--- src/rtl/ex_lsu_req.sv ---
// EX-stage load/store request unit: forms bus requests, buffers stores in a small FIFO,
// and holds EX until a load's data returns. Loads drain only the stores that alias them.
module ex_lsu_req #(
    parameter int DW       = 32,
    parameter int SB_DEPTH = 4
) (
    input  logic            clk,
    input  logic            rst_n,
    input  logic            flush_i,
    input  logic            valid_i,
    input  logic [11:0]     memop_i,
    input  logic [31:0]     addr_i,
    input  logic [31:0]     rtvalue_i,
    output logic            req_o,
    output logic            wr_o,
    output logic [1:0]      size_o,
    output logic [31:0]     addr_o,
    output logic [DW/8-1:0] wstrb_o,
    output logic [DW-1:0]   wdata_o,
    input  logic            addr_ok_i,
    input  logic            data_ok_i,
    input  logic [DW-1:0]   rdata_i,
    output logic            ld_valid_o,
    output logic [DW-1:0]   ld_rdata_o,
    output logic [$clog2(DW/8)-1:0] ld_low_o,
    output logic            adel_o,
    output logic            ades_o,
    output logic [31:0]     badvaddr_o,
    output logic            stallreq_o,
    output logic            sb_empty_o
);
    localparam int BW  = DW / 8;
    localparam int OFS = $clog2(BW);
    localparam int PW  = $clog2(SB_DEPTH);

    typedef enum logic [1:0] {IDLE = 2'd0, LD_ADDR = 2'd1, LD_DATA = 2'd2, ST_DRAIN = 2'd3} state_t;

    state_t            state_r, state_nxt_s;
    logic [31:0]       sb_addr_r [SB_DEPTH];
    logic [BW-1:0]     sb_strb_r [SB_DEPTH];
    logic [DW-1:0]     sb_data_r [SB_DEPTH];
    logic [1:0]        sb_size_r [SB_DEPTH];
    logic [PW-1:0]     wr_ptr_r, rd_ptr_r;
    logic [PW:0]       count_r;
    logic [31:0]       ld_addr_r;
    logic [1:0]        ld_size_r;
    logic [OFS-1:0]    ld_lo_r, ld_low_r;
    logic              ld_valid_r, discard_r;
    logic [DW-1:0]     ld_rdata_r;
    logic [15:0]       wr_ack_cnt_r;

    logic is_load_s, is_store_s, half_s, word_s, misal_s;
    logic load_pending_s, store_ok_s, sb_full_s, enq_s, deq_s, ld_cap_s, empty_after_s;
    logic [1:0]        size_s;
    logic [3:0]        strb4_s;
    logic [31:0]       word_s32;
    logic [2:0]        half_sh_s;
    logic [BW-1:0]     strb_ent_s;
    logic [SB_DEPTH-1:0] hit_v_s, rest_v_s;
    logic              req_s, wr_s;
    logic [31:0]       addr_s;
    logic [1:0]        bus_size_s;
    logic [BW-1:0]     bus_strb_s;
    logic [DW-1:0]     bus_data_s;

    // op {swr,swl,lwr,lwl,sw,sh,sb,lw,lhu,lh,lbu,lb}
    assign is_load_s  = |{memop_i[9:8], memop_i[4:0]};
    assign is_store_s = |{memop_i[11:10], memop_i[7:5]};
    assign half_s     = memop_i[2] | memop_i[3] | memop_i[6];
    assign word_s     = memop_i[4] | memop_i[7];
    assign misal_s    = (half_s & addr_i[0]) | (word_s & (addr_i[1:0] != 2'b00));

    assign adel_o     = rst_n & valid_i & is_load_s & misal_s;
    assign ades_o     = rst_n & valid_i & is_store_s & misal_s;
    assign badvaddr_o = (adel_o | ades_o) ? addr_i : 32'd0;

    // ld_valid_r marks the cycle EX consumes the result, so the same load is not re-detected
    assign load_pending_s = rst_n & valid_i & is_load_s & ~misal_s & ~flush_i & ~ld_valid_r;
    assign store_ok_s     = rst_n & valid_i & is_store_s & ~misal_s & ~flush_i;
    assign sb_full_s      = (count_r == (PW+1)'(SB_DEPTH));
    assign enq_s          = store_ok_s & ~sb_full_s;
    assign empty_after_s  = (count_r == (PW+1)'(1)) & ~enq_s;
    assign ld_cap_s       = (state_r == LD_DATA) & data_ok_i & ~discard_r & ~flush_i;
    assign half_sh_s      = (DW == 64) ? {addr_i[2], 2'b00} : 3'b000;
    assign strb_ent_s     = BW'(strb4_s) << half_sh_s;

    // Access size and 32-bit store lane pattern
    always_comb begin
        size_s   = 2'd2;
        strb4_s  = 4'b0000;
        word_s32 = 32'd0;
        if (memop_i[0] | memop_i[1] | memop_i[5]) begin
            size_s = 2'd0;
        end else if (half_s) begin
            size_s = 2'd1;
        end else begin
            size_s = 2'd2;
        end
        if (memop_i[5]) begin
            strb4_s  = 4'b0001 << addr_i[1:0];
            word_s32 = {4{rtvalue_i[7:0]}};
        end else if (memop_i[6]) begin
            strb4_s  = 4'b0011 << addr_i[1:0];
            word_s32 = {2{rtvalue_i[15:0]}};
        end else if (memop_i[7]) begin
            strb4_s  = 4'b1111;
            word_s32 = rtvalue_i;
        end else if (memop_i[10]) begin
            strb4_s  = 4'b1111 >> (2'd3 - addr_i[1:0]);
            word_s32 = rtvalue_i >> {(2'd3 - addr_i[1:0]), 3'b000};
        end else if (memop_i[11]) begin
            strb4_s  = 4'b1111 << addr_i[1:0];
            word_s32 = rtvalue_i << {addr_i[1:0], 3'b000};
        end else begin
            strb4_s  = 4'b0000;
            word_s32 = 32'd0;
        end
    end

    // Occupied entries whose line matches the EX address; rest_v excludes the head
    always_comb begin
        hit_v_s = '0;
        for (int i = 0; i < SB_DEPTH; i++) begin
            hit_v_s[i] = ({1'b0, PW'(i) - rd_ptr_r} < count_r) &&
                         (sb_addr_r[i][31:OFS] == addr_i[31:OFS]);
        end
        rest_v_s = hit_v_s;
        rest_v_s[rd_ptr_r] = 1'b0;
    end

    // Next state and bus request drive
    always_comb begin
        state_nxt_s = state_r;
        req_s       = 1'b0;
        wr_s        = 1'b0;
        deq_s       = 1'b0;
        addr_s      = 32'd0;
        bus_size_s  = 2'd0;
        bus_strb_s  = '0;
        bus_data_s  = '0;
        case (state_r)
            IDLE: begin
                if (load_pending_s) begin
                    state_nxt_s = (|hit_v_s) ? ST_DRAIN : LD_ADDR;
                end else if ((count_r != '0) || enq_s) begin
                    state_nxt_s = ST_DRAIN;
                end else begin
                    state_nxt_s = IDLE;
                end
            end
            LD_ADDR: begin
                req_s      = 1'b1;
                addr_s     = ld_addr_r;
                bus_size_s = ld_size_r;
                if (addr_ok_i) begin
                    state_nxt_s = LD_DATA;
                end else if (flush_i) begin
                    state_nxt_s = IDLE;
                end else begin
                    state_nxt_s = LD_ADDR;
                end
            end
            LD_DATA: begin
                if (data_ok_i) begin
                    state_nxt_s = IDLE;
                end else begin
                    state_nxt_s = LD_DATA;
                end
            end
            ST_DRAIN: begin
                req_s      = 1'b1;
                wr_s       = 1'b1;
                addr_s     = sb_addr_r[rd_ptr_r];
                bus_size_s = sb_size_r[rd_ptr_r];
                bus_strb_s = sb_strb_r[rd_ptr_r];
                bus_data_s = sb_data_r[rd_ptr_r];
                if (addr_ok_i) begin
                    deq_s = 1'b1;
                    if (empty_after_s || (load_pending_s && !(|rest_v_s))) begin
                        state_nxt_s = IDLE;
                    end else begin
                        state_nxt_s = ST_DRAIN;
                    end
                end else begin
                    state_nxt_s = ST_DRAIN;
                end
            end
            default: state_nxt_s = IDLE;
        endcase
    end

    // State register
    always_ff @(posedge clk) begin
        if (!rst_n) state_r <= IDLE;
        else        state_r <= state_nxt_s;
    end

    // Store buffer FIFO
    always_ff @(posedge clk) begin
        if (!rst_n) begin
            wr_ptr_r <= '0;
            rd_ptr_r <= '0;
            count_r  <= '0;
            for (int i = 0; i < SB_DEPTH; i++) begin
                sb_addr_r[i] <= 32'd0;
                sb_strb_r[i] <= '0;
                sb_data_r[i] <= '0;
                sb_size_r[i] <= 2'd0;
            end
        end else begin
            if (enq_s) begin
                sb_addr_r[wr_ptr_r] <= {addr_i[31:OFS], {OFS{1'b0}}};
                sb_strb_r[wr_ptr_r] <= strb_ent_s;
                sb_data_r[wr_ptr_r] <= {(DW/32){word_s32}};
                sb_size_r[wr_ptr_r] <= size_s;
                wr_ptr_r            <= wr_ptr_r + PW'(1);
            end
            if (deq_s) rd_ptr_r <= rd_ptr_r + PW'(1);
            case ({enq_s, deq_s})
                2'b10:   count_r <= count_r + (PW+1)'(1);
                2'b01:   count_r <= count_r - (PW+1)'(1);
                default: count_r <= count_r;
            endcase
        end
    end

    // Load context, result capture and flushed-load discard
    always_ff @(posedge clk) begin
        if (!rst_n) begin
            ld_addr_r    <= 32'd0;
            ld_size_r    <= 2'd0;
            ld_lo_r      <= '0;
            ld_low_r     <= '0;
            ld_valid_r   <= 1'b0;
            ld_rdata_r   <= '0;
            discard_r    <= 1'b0;
            wr_ack_cnt_r <= 16'd0;
        end else begin
            if (state_r == IDLE && load_pending_s) begin
                ld_addr_r <= {addr_i[31:OFS], {OFS{1'b0}}};
                ld_size_r <= size_s;
                ld_lo_r   <= addr_i[OFS-1:0];
            end
            ld_valid_r <= ld_cap_s;
            if (ld_cap_s) begin
                ld_rdata_r <= rdata_i;
                ld_low_r   <= ld_lo_r;
            end
            if (state_r == LD_DATA && data_ok_i)
                discard_r <= 1'b0;
            else if ((state_r == LD_DATA && flush_i) || (state_r == LD_ADDR && addr_ok_i && flush_i))
                discard_r <= 1'b1;
            if (state_r != LD_DATA && data_ok_i)
                wr_ack_cnt_r <= wr_ack_cnt_r + 16'd1;
        end
    end

    assign req_o      = rst_n & req_s;
    assign wr_o       = rst_n & wr_s;
    assign addr_o     = rst_n ? addr_s : 32'd0;
    assign size_o     = rst_n ? bus_size_s : 2'd0;
    assign wstrb_o    = rst_n ? bus_strb_s : '0;
    assign wdata_o    = rst_n ? bus_data_s : '0;
    assign ld_valid_o = rst_n & ld_valid_r;
    assign ld_rdata_o = rst_n ? ld_rdata_r : '0;
    assign ld_low_o   = rst_n ? ld_low_r : '0;
    assign stallreq_o = load_pending_s | (store_ok_s & sb_full_s);
    assign sb_empty_o = rst_n ? (count_r == '0) : 1'b1;
endmodule

--- config.mk ---
export PLATFORM = sky130hd
export DESIGN_NAME = ex_lsu_req
export DESIGN_NICKNAME = d
export VERILOG_FILES = /design/src/rtl/ex_lsu_req.sv
export SDC_FILE = /design/constraint.sdc
export NUM_CORES = 1
export LEC_CHECK = 0
export CAP_MARGIN = 20
export CORE_UTILIZATION = 49
export DETAILED_ROUTE_END_ITERATION = 6
export GPL_ROUTABILITY_DRIVEN = 0
export PLACE_DENSITY = 0.79
export REMOVE_ABC_BUFFERS = 1
export SYNTH_ARGS = -nofsm -noshare
export SYNTH_HDL_FRONTEND = slang
export SYNTH_SLANG_ARGS = --single-unit
--- constraint.sdc ---
create_clock -name clk -period 5.6 [get_ports clk]
set_clock_uncertainty 0.1 [all_clocks]
set_input_delay 0.84 -clock clk [delete_from_list [all_inputs] [get_ports clk]]
set_output_delay 0.84 -clock clk [all_outputs]
set_load 0.05 [all_outputs]
* Word-level counts from Yosys, hierarchy flattened
Memory sizes are Yosys's and may differ from the RTL's. A register that Yosys moved wholly into a read port is not among the register bits.
Cells that the tools add are included.
** Word-level totals
- Bits in registers :: 79
- RAM bits :: 272
- Input bits :: 114
- Word-level logic and storage cells :: 179
- Memories kept :: 4
** Memory list
- sb_data_r :: words 4, bits a word 32, read ports 1, clocked after memory_dff 1, wr ports 4, line 41 : logic [DW-1:0] sb_data_r [SB_DEPTH];
- sb_addr_r :: words 4, bits a word 30, read ports 5, clocked after memory_dff 1, wr ports 4, line 39 : logic [31:0] sb_addr_r [SB_DEPTH];
- sb_strb_r :: words 4, bits a word 4, read ports 1, clocked after memory_dff 1, wr ports 4, line 40 : logic [BW-1:0] sb_strb_r [SB_DEPTH];
- sb_size_r :: words 4, bits a word 2, read ports 1, clocked after memory_dff 1, wr ports 4, line 42 : logic [1:0] sb_size_r [SB_DEPTH];
** Cells by class
- $add $sub $neg :: 9
- Order comparisons :: 6
- Eq/ne operators :: 11
- Shifts and indexed selects :: 6
- Mux-type cells :: 64
- Bitwise gates (word level) :: 38
- Reductions and logical operators :: 30
** Operators by type and width (number)
- $mux 32 :: 11
- $eq 30x30->1 :: 4
- $pmux 32 s2 :: 1
- $mux 2 :: 24
- $mux 4 :: 8
- $reduce_or 32->1 :: 1
- $shl 32x5->32 :: 1
- $shr 32x5->32 :: 1
- $mux 30 :: 1
- $reduce_or 30->1 :: 1
- $and 1x1->1 :: 21
- $mux 1 :: 15
- $lt 2x3->1 :: 4
- $reduce_or 4->1 :: 3
- $logic_and 1x1->1 :: 11
- $or 1x1->1 :: 8
- $pmux 2 s4 :: 1
- $not 1->1 :: 7
- $reduce_or 7->1 :: 1
- $eq 2x2->1 const B :: 3
- $pmux 3 s2 :: 1
- $reduce_or 2->1 :: 3
- $sub 2x2->2 const A :: 3
- $reduce_or 5->1 :: 1
- other kinds (23) :: 29

* Depth between registers and ports, before layout
Gate-level depths: netlist of the first run.
- Word-level depth :: 14
- Mapped depth :: 15
- Mapped depth without buffers :: 11

* Worst setup path after synthesis of the first run
Ideal clock, no wire load.
- Path type :: input port to flip-flop
- From :: input port addr_i[1]
- To :: memory sb_addr_r[0][0] in the netlist's numbering, enable pin
- Arrival time :: 4.635 ns
- Data required time :: 5.072 ns
- Setup slack :: 0.438 ns
- Stages on the path :: 13
- Path buffers :: 4
- Cell sequence :: buf_1 > inv_1 > clkbuf_1 > ha_1 > o21bai_1 > nand2_1 > or3_4 > a21oi_4 > inv_2 > or3_1 > buf_2 > buf_4 > nand2_1
** RTL lines
- start: declaration :: line 12 : input logic [31:0] addr_i,
- end: declaration :: line 39

* Worst setup path in the final report of the first run
- From :: input port addr_i[1]
- To :: output port adel_o
** Between the ends
- Word-level cells in the longest chain between the ends :: 4
** Ends and longest elaborated chain
- $reduce_bool 2->1 :: line 71 : assign misal_s = (half_s & addr_i[0]) | (word_s & (addr_i[1:0] != 2'b00));
- $and 1x1->1 :: line 71
- $or 1x1->1 :: line 71
- $and 1x1->1 :: line 73 : assign adel_o = rst_n & valid_i & is_load_s & misal_s;
- end: declaration :: line 26 : output logic adel_o,
Every way passes these cells.

==> reports/summary.txt, run 1 <==
outcome -> complete, no violations
Worst EP required -> 4660 ps
Final Hold Vio Count -> 0
worst-path fanout max -> 25
synth-to-layout area growth -> 23.8%
largest net degree at the start of global routing -> 92
CTS sink count -> 353
post-synthesis cell type count -> 55
CP startpoint -> addr_i[1]
min cycle time layout -> 4520 ps
Post-CTS Setup Bufs -> 0
flop2flop setup slack -> 2750 ps
Post-DRT Antenna Nets -> 0
fmax -> 221 MHz
Slew headroom -> 34.4%
Worst-Margin Slew -> 975 ps
Synth top area share -> 43.3%
Post-synth ARST share -> 0%
Final Hold Slack -> 352 ps
DR iter-0 viols -> 1,464
HP Start -> ld_addr_r[16]
flip-flop and latch count after synthesis -> 353
reg2reg start -> count_r[0]
HPWL after DPL -> 35.3 mm
crit path kind -> in2out
hold buffers post-CTS -> 0
CP endpoint -> adel_o
Nets -> 2,053
cell area after synthesis -> 0.0188 mm2
TritonCTS clock tree -> yes
die footprint -> 0.0393 mm2
n_diodes -> 0
core area -> 0.0378 mm2
vias in the first global route -> 13,900
commonest non-fill, non-tap cell in the layout -> edfxtp_1
# rows -> 71
R2R cell count -> 7
cell leakage power -> 8.19 nW
chip height -> 198 um
worst hold path class -> reg2reg
global-route wire length before repair -> 79.1 mm
top cells by area, synth -> edfxtp_1 43%, mux4_2 9.1%, dfxtp_1 8.6%
Setup Viol. Count Final -> 0
Buffers on Ports -> 254
period utilization -> 80.7%
vias -> 14,200
Yosys top cell by area -> edfxtp_1
final core area utilization -> 61.8%
highest-count cells in the layout ignoring fill and taps -> 272 x edfxtp_1, 220 x nor2_1, 215 x nand2_1, 181 x clkdlybuf4s50_1, 113 x xnor2_1
WL final -> 52.6 mm
initial antenna violation count -> 1
Max H-tree Level -> 2
worst path arrival time -> 3580 ps
number of remaining DRC errors -> 0
clock root cell -> clkbuf_16
sequential-to-total area share from yosys stat -> 51.9%
clk_lat worst skew -> 540 ps
number of synthesized flops with an enable pin -> 272
RSZ-0062 raised after global routing -> false
Worst VDD drop -> 207 uV
gr ovfl total -> 0
Pwr per Cell Area -> 266 mW/mm2
Longest Clk Path Bufs -> 3
mean post-synth cell area -> 10.8 um2
max-cap violations -> 0
layout cells sized above 1 -> 13.9%
DRT Pass-1 Iters -> 6
Ports -> 257
Final Slew Violations -> 0
Vias per Instance -> 5.79
Die X -> 198 um
initial core utilization -> 49.9%
cts bufs inserted -> 38
worst r2r dst -> sb_data_r[3][17]
crit path launch type -> primary input
Clock Pin Slew Worst Setup and Hold Paths -> 60 ps
Mapped Cells -> 1,745
yosys warns -> 0
Top FF cell, synth -> edfxtp_1
Total GRT Usage -> 26.6%
post-CTS sizing -> 0
Crit. End Element -> output port
routed len/inst -> 21.4 um
## critical path: stages
cell and delay (ps):
clkdlybuf4s50_1 470, buf_4 310, inv_1 70, buf_4 200
ha_1 200, o21bai_1 200, a21oi_1 390, clkdlybuf4s50_1 890
## through the flow
step | instance area [um2] | worst slack (ps) | cells | total power, mW | setup TNS (ps)
global placement | 22000 | 1040 | 2387 | 3.68 | 0
detailed placement | 22000 | 964 | 2389 | 3.70 | 0
CTS | 23300 | 1130 | 2458 | 6.22 | 0
floorplan | 18200 | -284 | 1592 | 3.37 | -19340
finish | 23300 | 1080 | 2461 | 6.21 | 0
global route | 23300 | 1000 | 2461 | 6.38 | 0
## metal layers
layer	routed length, um	global-route usage (%)	part of all wire, %	up-vias
li1	-	-	-	6454
met1	20200	34.6	38	6870
met2	25900	44.8	49	798
met3	5000	4.96	9.5	115
met4	1450	8.24	2.8	2
met5	13	0	0.025	-
## how the worst min path moves through the flow
stage               endpoint  depth (start not counted)
6_report       ld_addr_r[16]                          2
5_1_grt        ld_addr_r[16]                          2
4_1_cts        ld_addr_r[11]                          2
3_5_place_dp   ld_addr_r[11]                          2
3_3_place_gp   ld_addr_r[16]                          2
2_1_floorplan  ld_addr_r[11]                          2
## cell families after synthesis
kind of cell,Yosys count,synth area share [%]
xor+xnor,123,5.72
buf+inv,219,4.63
compound gates,207,7.57
other cells,1,0.0199
simple gates,697,17.1
fa+ha+maj,18,1.19
mux,127,11.8
flops,353,51.9
## Yosys cell counts (35+ instances only)
master / count
and3_1: 38
nor2_1: 221
clkbuf_1: 119
inv_1: 64
mux2i_1: 43
a21boi_0: 57
xnor2_1: 113
mux4_2: 76
edfxtp_1: 272
and2_1: 74
dfxtp_1: 81
o21ai_0: 51
nor2b_1: 35
nand2_1: 219
## cell type report
class | count | area (um2)
multi-input combinational | 1174 | 8230
sequential | 353 | 9800
inverter | 65 | 244
clock buffer | 51 | 1050
clock inverter | 18 | 218
timing repair buffer | 289 | 3150
fill | 2869 | 14400
tap | 511 | 639
## sequential cells by signal, indices dropped and copies added (netlist names), 2 cells and up, named ones only
register    count
ld_low_r        2
ld_rdata_r     32
ld_lo_r         2
sb_data_r     128
count_r         3
state_r         2
ld_addr_r      30
rd_ptr_r        2
sb_addr_r     120
wr_ptr_r        2
sb_size_r       8
sb_strb_r      16
ld_size_r       2
## power by group
part | internal [mW] | switching, mW
clock network | 1.52 | 1.03
logic | 0.273 | 0.417
registers | 2.91 | 0.0566
Note: power is estimated with default switching activity, not from simulation.
==> run 2: changes to the inputs <==
PLACE_DENSITY = 0.81   (was 0.79)
clock period = 3.8 ns   (was 5.6 ns; I/O delays follow)
==> run 2 against run 1 <==
  * Via count increased by 2.3%
  * Cell count grew 0.57%
  * Worst setup slack got worse by 740 ps
  * Critical endpoint is now badvaddr_o[23]
  * Largest power group unchanged
==> reports/summary.txt, run 2 (synthesis results as in run 1) <==
chip height -> 198 um (unchanged)
outcome -> complete, no violations (unchanged)
hold buffers post-CTS -> 0 (unchanged)
worst r2r dst -> sb_data_r[0][14] (was sb_data_r[3][17])
period utilization -> 91.1%
Flop pwr share -> 49.7% (was 47.8%)
Net Sw Frac -> 24.6% (was 24.3%)
vias in the first global route -> 14,300 (was 13,900)
delay-heaviest family, CP -> buffers and inverters (unchanged)
Worst EP required -> 3130 ps (was 4660 ps)
clock share of power -> 38.5% (was 41.1%)
crit path launch type -> primary input (unchanged)
Buffers on Ports -> 254 (unchanged)
initial antenna violation count -> 0 (was 1)
max-cap violations -> 0 (unchanged)
core area -> 0.0378 mm2 (unchanged)
post-CTS sizing -> 0 (unchanged)
area of the multi-input gates -> 0.00822 mm2 (was 0.00823 mm2)
Clock Pin Slew Worst Setup and Hold Paths -> 50 ps (was 60 ps)
Placed Cells -> 2,406 (was 2,389)
Layout Cells excl Fill -> 2,475 (was 2,461)
slowest CP cell -> clkdlybuf4s50_1 (unchanged)
RSZ-0062 raised after global routing -> false (unchanged)
number of remaining DRC errors -> 0 (unchanged)
fmax -> 289 MHz
# rows -> 71 (unchanged)
worst setup margin -> 339 ps (was 1080 ps)
worst-path fanout max -> 30 (was 25)
WL final -> 52.9 mm (was 52.6 mm)
cts bufs inserted -> 38 (unchanged)
Final Slew Violations -> 0 (unchanged)
Post-DRT Antenna Nets -> 0 (unchanged)
synth-to-layout area growth -> 25.8% (was 23.8%)
Post-CTS Setup Bufs -> 0 (unchanged)
gr ovfl total -> 0 (unchanged)
Pwr per Cell Area -> 372 mW/mm2 (was 266 mW/mm2)
CP max stage delay -> 540 ps (was 890 ps)
CP endpoint -> badvaddr_o[23] (was adel_o)
global-route wire length before repair -> 80.8 mm (was 79.1 mm)
clk_lat worst skew -> 540 ps (about the same)
total power -> 8.81 mW (was 6.21 mW)
worst hold path class -> reg2reg (unchanged)
P_sw -> 2.17 mW (was 1.51 mW)
DRT Pass-1 Iters -> 6 (unchanged)
CP bufs+invs -> 3 (was 5)
crit path kind -> in2out (unchanged)
cell leakage power -> 8.38 nW (was 8.19 nW)
TritonCTS clock tree -> yes (unchanged)
CP startpoint -> memop_i[6] (was addr_i[1])
number of flip-flops in the largest register -> 128 (unchanged)
Cell Int Power -> 6.65 mW (was 4.70 mW)
die footprint -> 0.0393 mm2 (unchanged)
Die X -> 198 um (unchanged)
final core area utilization -> 62.8% (was 61.8%)
Ports -> 257 (unchanged)
biggest regs -> sb_data_r: 128 flops, sb_addr_r: 120 flops, ld_rdata_r: 32 flops (unchanged)
clock root cell -> clkbuf_16 (unchanged)
Total GRT Usage -> 27.0% (was 26.6%)
Final Hold Vio Count -> 0 (unchanged)
critical path depth -> 8 (unchanged)
Slew headroom -> 36.5% (was 34.4%)
reg2reg start -> count_r[0] (unchanged)
vias -> 14,600 (was 14,200)
Crit. End Element -> output port (unchanged)
Max H-tree Level -> 2 (unchanged)
final setup TNS -> 0 ps (unchanged)
Vias per Instance -> 5.88 (was 5.79)
flop2flop setup slack -> 1330 ps (was 2750 ps)
highest-count cells in the layout ignoring fill and taps -> 272 x edfxtp_1, 220 x nor2_1, 215 x nand2_1, 147 x clkdlybuf4s50_1, 113 x xnor2_1 (was 272 x edfxtp_1, 220 x nor2_1, 215 x nand2_1, 181 x clkdlybuf4s50_1, 113 x xnor2_1)
commonest non-fill, non-tap cell in the layout -> edfxtp_1 (unchanged)
worst path arrival time -> 2790 ps (was 3580 ps)
register with the most flip-flops -> sb_data_r (unchanged)
min cycle time layout -> 3460 ps
Setup Viol. Count Final -> 0 (unchanged)
largest net degree at the start of global routing -> 67 (was 92)
Worst-Margin Slew -> 950 ps (was 975 ps)
Gate power share -> 11.8% (was 11.1%)
Nets -> 2,067 (was 2,053)
n_diodes -> 0 (unchanged)
routed len/inst -> 21.4 um (about the same)
initial core utilization -> 49.9% (unchanged)
Reg area -> 0.00980 mm2 (unchanged)
DR iter-0 viols -> 1,730 (was 1,464)
CTS sink count -> 353 (unchanged)
pre-CTS setup slack -> 265 ps (was 964 ps)
CP cell instances -> clkdlybuf4s50_1, or3_1, o311ai_1, a21oi_1, nor2_4, buf_12, nor2b_1, buf_4 (was clkdlybuf4s50_1, buf_4, inv_1, buf_4, ha_1, o21bai_1, a21oi_1, clkdlybuf4s50_1)
Longest Clk Path Bufs -> 3 (unchanged)
Layout fillers -> 2,865 (was 2,869)
R2R cell count -> 6 (was 7)
layout cells sized above 1 -> 15.7% (was 13.9%)
Worst VDD drop -> 314 uV (was 207 uV)
HPWL after DPL -> 35.3 mm (about the same)
[run 2: cell types whose count changed in the layout (fill, tap and decap cells not counted), sizes merged]
cell | previous run | this run
buf | 106 | 156
bufinv | 4 | 0
clkbuf | 53 | 58
clkdlybuf4s50 | 181 | 147
clkinv | 7 | 9
clkinvlp | 2 | 0
inv | 70 | 67
[run 2: routing by layer]
layer	GRT usage [%]	wire length [um]
met3	4.41	5180
met5	0	0
met1	34.5	19700
met2	45.7	26100
met4	11.0	1920
[run 2: worst min path at each step]
stage | from | slack (ps) | cells past startpoint | endpoint
floorplan | ld_addr_r[11] | 330 | 2 | ld_addr_r[11]
global placement | ld_addr_r[8] | 340 | 2 | ld_addr_r[8]
detailed placement | ld_addr_r[19] | 340 | 2 | ld_addr_r[19]
CTS | ld_addr_r[19] | 350 | 2 | ld_addr_r[19]
global route | ld_addr_r[13] | 370 | 2 | ld_addr_r[13]
finish | ld_addr_r[7] | 350 | 2 | ld_addr_r[7]
[run 2: power by group through the flow]
stage	clock, mW	sequential, mW	combinational [mW]
CTS	3.42	4.38	1.03
floorplan	0	4.44	0.528
finish	3.40	4.38	1.04
detailed placement	0	4.46	1.02
global placement	0	4.44	1.01
global route	3.58	4.39	1.09
[run 2: metrics by stage]
step	hold WS, ps	cell area, um2
2_1_floorplan	334	18200
5_1_grt	371	23700
3_3_place_gp	339	22600
3_5_place_dp	344	22600
4_1_cts	352	23700
6_report	351	23700
[run 2: cell type report]
| type | instances | area share, % |
|---|---|---|
| repair buffers | 303 | 15.6 |
| multi-input cells | 1174 | 34.7 |
| clock buffers | 58 | 4.50 |
| clock inverters | 11 | 0.216 |
| flip-flops and latches | 353 | 41.3 |
| well taps | 511 | 2.70 |
| inverters | 65 | 1.03 |
[run 2: worst register-to-register path: stages (launching register included)]
cell     delay, ps
dfxtp_1        470
inv_1          150
ha_1           280
a21oi_4        190
buf_4          590
nand3_1        290
nor2_1         240
